**config.mk**
```make
export PLATFORM = sky130hd
export DESIGN_NAME = key_event_decoder
export DESIGN_NICKNAME = d
export VERILOG_FILES = /design/src/rtl/key_evt_pkg.sv /design/src/rtl/key_event_decoder.sv
export SDC_FILE = /design/constraint.sdc
export NUM_CORES = 1
export LEC_CHECK = 0
export BUFFER_PORTS_ARGS = -buffer_cell sky130_fd_sc_hd__buf_4
export CORE_MARGIN = 8
export CORE_UTILIZATION = 59
export CTS_CLUSTER_SIZE = 40
export DETAILED_ROUTE_END_ITERATION = 12
export GPL_ROUTABILITY_DRIVEN = 0
export PLACE_DENSITY = 0.79
export RECOVER_POWER = 100
export SLEW_MARGIN = 15
export SYNTH_ARGS = -nofsm -noshare
export SYNTH_HDL_FRONTEND = slang
export SYNTH_SLANG_ARGS = --single-unit
```
**constraint.sdc**
```tcl
create_clock -name clk -period 2.6 [get_ports clk]
set_input_delay 0.26 -clock clk [delete_from_list [all_inputs] [get_ports clk]]
set_output_delay 0.26 -clock clk [all_outputs]
set_load 0.02 [all_outputs]
```
**src/rtl/key_evt_pkg.sv**
```systemverilog
// Shared definitions for the key event decoder.
//   - FSM state encodings (also exported on the evt_state debug port)
//   - default timing parameters and counter width
package key_evt_pkg;

  localparam int unsigned LONG_CYC_DEF    = 100;
  localparam int unsigned DBL_GAP_CYC_DEF = 60;
  localparam int unsigned CNT_W           = 24;

  typedef enum logic [2:0] {
    ST_IDLE   = 3'd0,
    ST_PRESS1 = 3'd1,
    ST_HOLD   = 3'd2,
    ST_GAP    = 3'd3,
    ST_PRESS2 = 3'd4
  } evt_state_e;

endpackage

```
**src/rtl/key_event_decoder.sv**
```systemverilog
// Key gesture decoder: turns a debounced, active-low key level into
// short-click, long-press and double-click pulses.
//   clk          : system clock, rising edge
//   rst_n        : asynchronous active-low reset
//   key_n        : debounced key level (0 = pressed)
//   short_press  : 1-cycle pulse, single short click
//   long_press   : 1-cycle pulse, hold reached LONG_CYC
//   double_click : 1-cycle pulse, two short presses within DBL_GAP_CYC
//   click_cnt    : running count of all events, wraps at 255
//   evt_state    : current FSM state (debug)
module key_event_decoder
  import key_evt_pkg::*;
#(
  parameter int unsigned LONG_CYC    = LONG_CYC_DEF,
  parameter int unsigned DBL_GAP_CYC = DBL_GAP_CYC_DEF
) (
  input  logic       clk,
  input  logic       rst_n,
  input  logic       key_n,
  output logic       short_press,
  output logic       long_press,
  output logic       double_click,
  output logic [7:0] click_cnt,
  output logic [2:0] evt_state
);

  localparam logic [CNT_W-1:0] LONG_LAST = CNT_W'(LONG_CYC - 1);
  localparam logic [CNT_W-1:0] GAP_LAST  = CNT_W'(DBL_GAP_CYC - 1);

  evt_state_e       state_q, state_d;
  logic [CNT_W-1:0] cnt_q, cnt_d;
  logic             key_d_q;
  logic             arm_q;
  logic             short_q, long_q, dbl_q;
  logic             short_d, long_d, dbl_d;
  logic [7:0]       click_cnt_q;
  logic             fall, rise;

  // key_d resets to 1 and arm to 0, so a key held low across reset
  // release can never be mistaken for a fresh press.
  assign fall = key_d_q & ~key_n & arm_q;
  assign rise = ~key_d_q & key_n;

  always_comb begin
    state_d = state_q;
    short_d = 1'b0;
    long_d  = 1'b0;
    dbl_d   = 1'b0;
    case (state_q)
      ST_IDLE:   if (fall) state_d = ST_PRESS1;
      ST_PRESS1: begin
        if (rise) state_d = ST_GAP;
        else if (!key_n && cnt_q == LONG_LAST) begin
          state_d = ST_HOLD;
          long_d  = 1'b1;
        end
      end
      ST_HOLD:   if (rise) state_d = ST_IDLE;
      ST_GAP: begin
        // a fall on the timeout cycle still counts as the second press
        if (fall) state_d = ST_PRESS2;
        else if (cnt_q == GAP_LAST) begin
          state_d = ST_IDLE;
          short_d = 1'b1;
        end
      end
      ST_PRESS2: begin
        if (rise) begin
          state_d = ST_IDLE;
          dbl_d   = 1'b1;
        end else if (!key_n && cnt_q == LONG_LAST) begin
          // held second press still reports the double click, not a long press
          state_d = ST_HOLD;
          dbl_d   = 1'b1;
        end
      end
      default:   state_d = ST_IDLE;
    endcase
  end

  always_comb begin
    cnt_d = cnt_q;
    if (state_d != state_q) cnt_d = '0;
    else if (state_q == ST_PRESS1 || state_q == ST_GAP || state_q == ST_PRESS2)
      cnt_d = cnt_q + CNT_W'(1);
  end

  always_ff @(posedge clk or negedge rst_n) begin
    if (!rst_n) begin
      state_q     <= ST_IDLE;
      cnt_q       <= '0;
      key_d_q     <= 1'b1;
      arm_q       <= 1'b0;
      short_q     <= 1'b0;
      long_q      <= 1'b0;
      dbl_q       <= 1'b0;
      click_cnt_q <= 8'd0;
    end else begin
      state_q     <= state_d;
      cnt_q       <= cnt_d;
      key_d_q     <= key_n;
      arm_q       <= arm_q | key_n;
      short_q     <= short_d;
      long_q      <= long_d;
      dbl_q       <= dbl_d;
      // registered alongside the pulses so the count moves in the pulse cycle
      click_cnt_q <= click_cnt_q + {7'd0, short_d | long_d | dbl_d};
    end
  end

  assign short_press  = short_q;
  assign long_press   = long_q;
  assign double_click = dbl_q;
  assign click_cnt    = click_cnt_q;
  assign evt_state    = state_q;

endmodule

```
==> results of run 1 <==
cells in the mapped netlist (all sizes together), types with 4 or more instances:
master and n:
a21oi 4, and3 5, and4 4, buf 4
dfrtp 39, inv 4, nand2 13, nand3 19
nand4 6, nor2 33, nor4 6, o21ai 8
xnor2 11, xor2 18
power groups by stage:
stage | logic (W) | clock network [W] | registers, W
2_1_floorplan | 0.000308 | 0 | 0.000742
3_3_place_gp | 0.000363 | 0 | 0.000749
3_5_place_dp | 0.000378 | 0 | 0.000753
4_1_cts | 0.000380 | 0.000438 | 0.000740
5_1_grt | 0.000436 | 0.000461 | 0.000755
6_report | 0.000398 | 0.000429 | 0.000745
worst register-to-register path, delay by kind of cell, from the launching register on:
kind / cells / cell delay (ps)
adder cells (fa/ha/maj): 2 / 400
AND/OR/NAND/NOR: 4 / 750
buffers and inverters: 1 / 160
AO/OA/AOI/OAI: 3 / 490
XOR/XNOR: 1 / 140
flip-flops: 1 / 460
state kept, by name, summed over array words and instances, names as in the netlist:
name and count:
long_press 1, arm_q 1, cnt_q 24, double_click 1, key_d_q 1, click_cnt 8, evt_state 3, short_press 1
what timing repair did:
| action | 4_1_cts | 5_1_grt |
|---|---|---|
| hold buffers | 1 | 0 |
| resized for setup | 0 | 18 |
| hold endpoints to repair | 39 | 0 |
| buffers inserted | 0 | 4 |
| endpoints found under the setup margin | 0 | 5 |
path summary, 6_finish.rpt:
| check | startpoint | end |
|---|---|---|
| worst max register to register | cnt_q[12] | click_cnt[6] |
| min in group asynchronous | rst_n | evt_state[0] |
| worst max-delay path | cnt_q[12] | click_cnt[6] |
| max in group asynchronous | rst_n | cnt_q[2] |
| worst min register to register | arm_q | arm_q |
| worst min-delay path | key_n | key_d_q |
final cells by class:
class	instances	area (um^2)
Clock buffer	5	37.5
Timing Repair Buffer	26	143
Tap cell	46	57.6
Clock inverter	3	47.5
Sequential cell	40	1000
Fill cell	253	963
Inverter	4	15.0
Multi-Input combinational cell	155	1070
cells in the final DEF (no fill, tap or decap), types with 3 or more instances in the layout:
cell type and count:
a21oi_1 4, and3_1 4, and4_2 3, buf_4 8
clkbuf_1 15, clkbuf_4 5, dfrtp_1 37, ha_2 3
inv_1 4, nand2_1 13, nand3_1 17, nand4_1 5
nor2_1 30, nor2b_1 3, nor4_2 4, o21ai_0 8
xnor2_1 11, xor2_1 18
kinds of logic after synthesis:
kind of cell    Yosys count  share of synthesized area [%]
buf+inv                  10                           2.99
fa+ha+maj                 3                           1.83
simple gates            101                           26.9
flops                    40                           48.8
compound gates           22                           7.07
xor+xnor                 29                           12.4
per-layer routing:
metal / track usage [%] / wire length, um
met1: 20.0 / 1950
met3: 4.93 / 265
met5: 0 / 0
met4: 7.17 / 77
met2: 29.9 / 2270
stage by stage:
step	TNS, ps	utilization, %
after detailed placement	0	66.6
after floorplan	0	-
final	0	71.1
after global placement	0	66.6
after CTS	0	69.4
after global routing	-183	71.1
==> results.md, run 1 <==
- CTS H-tree depth: 2
- Placed cell area: 2220 um^2
- Remaining DRCs: 0
- Antenna diode count: 0
- First-pass GRT wire length: 7530 um
- Power share of the clock group: 27.3%
- Post-synthesis sequential area ratio: 48.8%
- Synth unique cells: 43
- Most used DFF post-synth: dfrtp_1
- Fmax: 0.400 GHz
- Mean post-synth cell area: 10.0 um^2
- Vias in the first global route: 1,658
- Final wirelength: 4560 um
- Area Overhead vs Synth: 15.6%
- Die width: 75.0 um
- Die area: 5620 um^2
- PD cells: 662 nW/um^2
- Dominant cell type by area after synthesis: dfrtp_1
- Top-area cell type share of the netlist area: 47.5%
- Outcome: finished clean
- CP Max Fanout: 5
- Post-synth EDFFs: 0
- Kind of critical path: reg -> reg
- Synth Net Count: 211
- CTS Buf Count: 5
- CTS tree: built
- Nets: 238
- Max Cap Viol: 0
- Total Power: 0.00157 W
- IO Pins: 17
- Worst EP required: 2870 ps
- Async set-or-reset flop fraction in the synthesized netlist: 100%
- Synth top area cells: dfrtp_1 (48%), xor2_1 (7.7%), nor2_1 (5.7%)
- Seq pwr share: 47.4%
- FF-to-FF path depth: 11
- Kind of cell adding the most delay to the critical path: simple AND/OR/NAND/NOR gates
- Clk Latency, worst-skew pair: 360 ps
- Crit path buffers/inverters: 1
- Core box area: 3340 um^2
- Synth Instances: 205
- Dpl hpwl: 2980 um
- Port Buffer Count: 16
- Class of the worst hold path: in -> reg
- Min Tclk post-route: 2500 ps
- ANT nets after route: 0
- Crit path capture type: flop
- Initial Utilization: 61.5%
- Clk_skew: 11.7 ps
- Clock slew at reported path FFs: 130 ps
- Worst vdd ir: 375 uV
- Synth warn: 0
- DIE HEIGHT: 75.0 um
- NetSw: 0.000573 W
- Iter 0 DRT Violations: 121
- R2r setup slk: 100 ps
- WHS: 47.9 ps
- Fin worst setup slack: 99.9 ps
- Via density: 5.88
- Mapped Area: 2050 um^2
- DR vias: 1,640
- Least-Margin Pin Slew: 963 ps
- Hold path depth: 1
- Routed len/inst: 16.3 um
- Most used cell, CP: ha_2
- Number of core rows: 21
- Sw frac: 36.4%
- Final setup fails: 0
- TritonCTS Sinks: 40
- Worst Path Arrival: 2770 ps
- Non-filler cells, final: 279
- Combinational Power Share: 25.3%
- Grt ovf: 0
- Max Slew Vio Count: 0
- Clock tree buffer depth: 2
- Worst path slowest cell: dfrtp_1
- Design Area, Final: 2370 um^2
- Static Leakage: 1.00 nW
- Final Hold Viols: 0
- Synthesized flop and latch total: 40
- Gr usage total: 17.5%
- Crit path depth: 11
- Antenna violations before repair: 0
- First drt pass iteration count: 5
- Critical-path cell list: nor4_2 -> nand3_2 -> buf_6 -> o21a_1 -> nor2_2 -> a22oi_2 -> o21bai_1 -> ha_2 -> ha_2 -> nand3_1 -> xnor2_1
- Type of element launching the critical path: flop
- Layout cells sized above 1: 20.6%
- Pin count of the biggest net entering global routing: 41
- Root buf cell: clkbuf_4
- Placed cells: 266
- Slowest Stage Delay on Critical Path: 460 ps
- Worst slack, placed: 64.0 ps
- Slew headroom: 35.8%
- Fin crit share: 96.2%
- Internal power: 0.000999 W
(Power assumes the default switching activity.)
==> run 2, diff against run 1 <==
--- a/config.mk
+++ b/config.mk
@@ -13,6 +13,7 @@
 export GPL_ROUTABILITY_DRIVEN = 0
 export PLACE_DENSITY = 0.79
 export RECOVER_POWER = 100
+export SETUP_SLACK_MARGIN = 0.4
 export SLEW_MARGIN = 15
 export SYNTH_ARGS = -nofsm -noshare
 export SYNTH_HDL_FRONTEND = slang
==> results.md, run 2 (synthesis gave the netlist of run 1 again) <==
- Worst path slowest cell: dfrtp_1
- DIE HEIGHT: 75.0 um
- CTS tree: built
- Min Tclk post-route: 2470 ps
- WHS: 71.0 ps
- Kind of critical path: reg -> reg
- Filler Cell Count: 245
- Most common cell after layout, fill and taps aside: dfrtp_1
- Clk Latency, worst-skew pair: 360 ps
- Crit path capture type: flop
- Max reg flops: 24
- Area Overhead vs Synth: 22.1%
- TritonCTS Sinks: 40
- Layout cells sized above 1: 25.6%
- Most frequent cells in the layout: dfrtp_1 (37), nor2_1 (31), xor2_1 (17)
- Worst Path Arrival: 2730 ps
- Fin worst setup slack: 129 ps
- Port Buffer Count: 16
- Die width: 75.0 um
- CTS H-tree depth: 2
- Design Area, Final: 2510 um^2
- Number of core rows: 21
- Final setup fails: 0
- Outcome: finished clean
- Area of the multi-input gates: 1120 um^2
- Via density: 5.77
- Remaining DRCs: 0
- Hold path depth: 1
- Clk_skew: 18.6 ps
- Worst slack, placed: 63.1 ps
- CP Max Fanout: 3
- Grt ovf: 0
- Pin count of the biggest net entering global routing: 41
- First drt pass iteration count: 4
- Nets: 247
- IO Pins: 17
- Final wirelength: 4780 um
- Fin crit share: 95.0%
- First-pass GRT wire length: 7780 um
- Root buf cell: clkbuf_4
- Die area: 5620 um^2
- ANT nets after route: 0
- Worst EP required: 2860 ps
- Placed cells: 265
- Fmax: 0.405 GHz
- Routed len/inst: 16.6 um
- Core box area: 3340 um^2
- CTS Buf Count: 5
- Setup TNS: 0 ps
- Sequential cell area: 1000 um^2
- Max Cap Viol: 0
- Slew headroom: 35.0%
- Final Hold Viols: 0
- PD cells: 648 nW/um^2
- Slowest Stage Delay on Critical Path: 380 ps
- DR vias: 1,662
- Clock tree buffer depth: 2
- Vias in the first global route: 1,697
- Iter 0 DRT Violations: 143
- Class of the worst hold path: in -> reg
- Gr usage total: 18.1%
- Non-filler cells, final: 288
- Max Slew Vio Count: 0
- Top reg by flops: cnt_q
- FF-to-FF path depth: 12
- Placed cell area: 2240 um^2
- Antenna violations before repair: 0
- Initial Utilization: 61.5%
- Clock slew at reported path FFs: 130 ps
- Least-Margin Pin Slew: 975 ps
- Static Leakage: 1.07 nW
- Dpl hpwl: 2990 um
- RSZ-0062 raised after global routing: true
- Worst vdd ir: 495 uV
- Antenna diode count: 0
- Type of element launching the critical path: flop
- Critical-path cell list: ha_2 -> nor4bb_4 -> nand3_2 -> buf_6 -> o21a_1 -> nor2_1 -> a22oi_2 -> o21bai_1 -> ha_2 -> and3_4 -> nand3_2 -> xnor2_1
==> run 2: per-stage QoR <==
step                power (W)  util [%]
floorplan             0.00105         -
global placement      0.00116      67.2
detailed placement    0.00118      67.2
CTS                   0.00165      75.1
global route          0.00170      75.1
finish                0.00162      75.1
==> run 2: power breakdown <==
group	switching, W	internal (W)	total, W	leakage (nW)
combinational	0.000280	0.000155	0.000435	0.484
sequential	0.0000794	0.000666	0.000746	0.541
clock	0.000212	0.000230	0.000443	0.0484
==> run 2: worst max-delay path, delay by kind of cell, from the launching register on <==
kind / cells / cell delay, ps
compound gates: 3 / 450
xor+xnor: 1 / 140
flops: 1 / 380
fa+ha+maj: 2 / 430
buf+inv: 1 / 150
simple gates: 5 / 820
==> run 2: repair_timing <==
item,in CTS,in global routing
hold endpoints to repair,39,0
pin swaps,10,6
gates resized for setup,16,10
hold buffers,1,0
endpoints found under the setup margin,7,13
setup buffers,11,3
==> run 2: path summary, 6_finish.rpt <==
check | slack (ps) | end | startpoint
hold / removal | 70 | key_d_q | key_n
hold reg to reg | 490 | arm_q | arm_q
min in group asynchronous | 570 | short_press | rst_n
max in group asynchronous | 1350 | cnt_q[6] | rst_n
setup reg to reg | 130 | click_cnt[5] | cnt_q[0]
setup / recovery | 130 | click_cnt[5] | cnt_q[0]
==> run 2: layer usage <==
layer	up-vias	track usage [%]	wire (um)
met5	-	0	0
met4	0	8.26	77
met3	10	4.79	263
met2	55	29.6	2370
met1	815	21.6	2060
li1	782	-	-
==> run 2: layout make-up <==
type                    count  share of cell area, %
repair buffers             35                   8.59
multi-input cells         155                   44.8
clock inverters             2                   1.55
clock buffers               6                   2.05
well taps                  46                   2.30
inverters                   4                  0.599
flip-flops and latches     40                   40.1
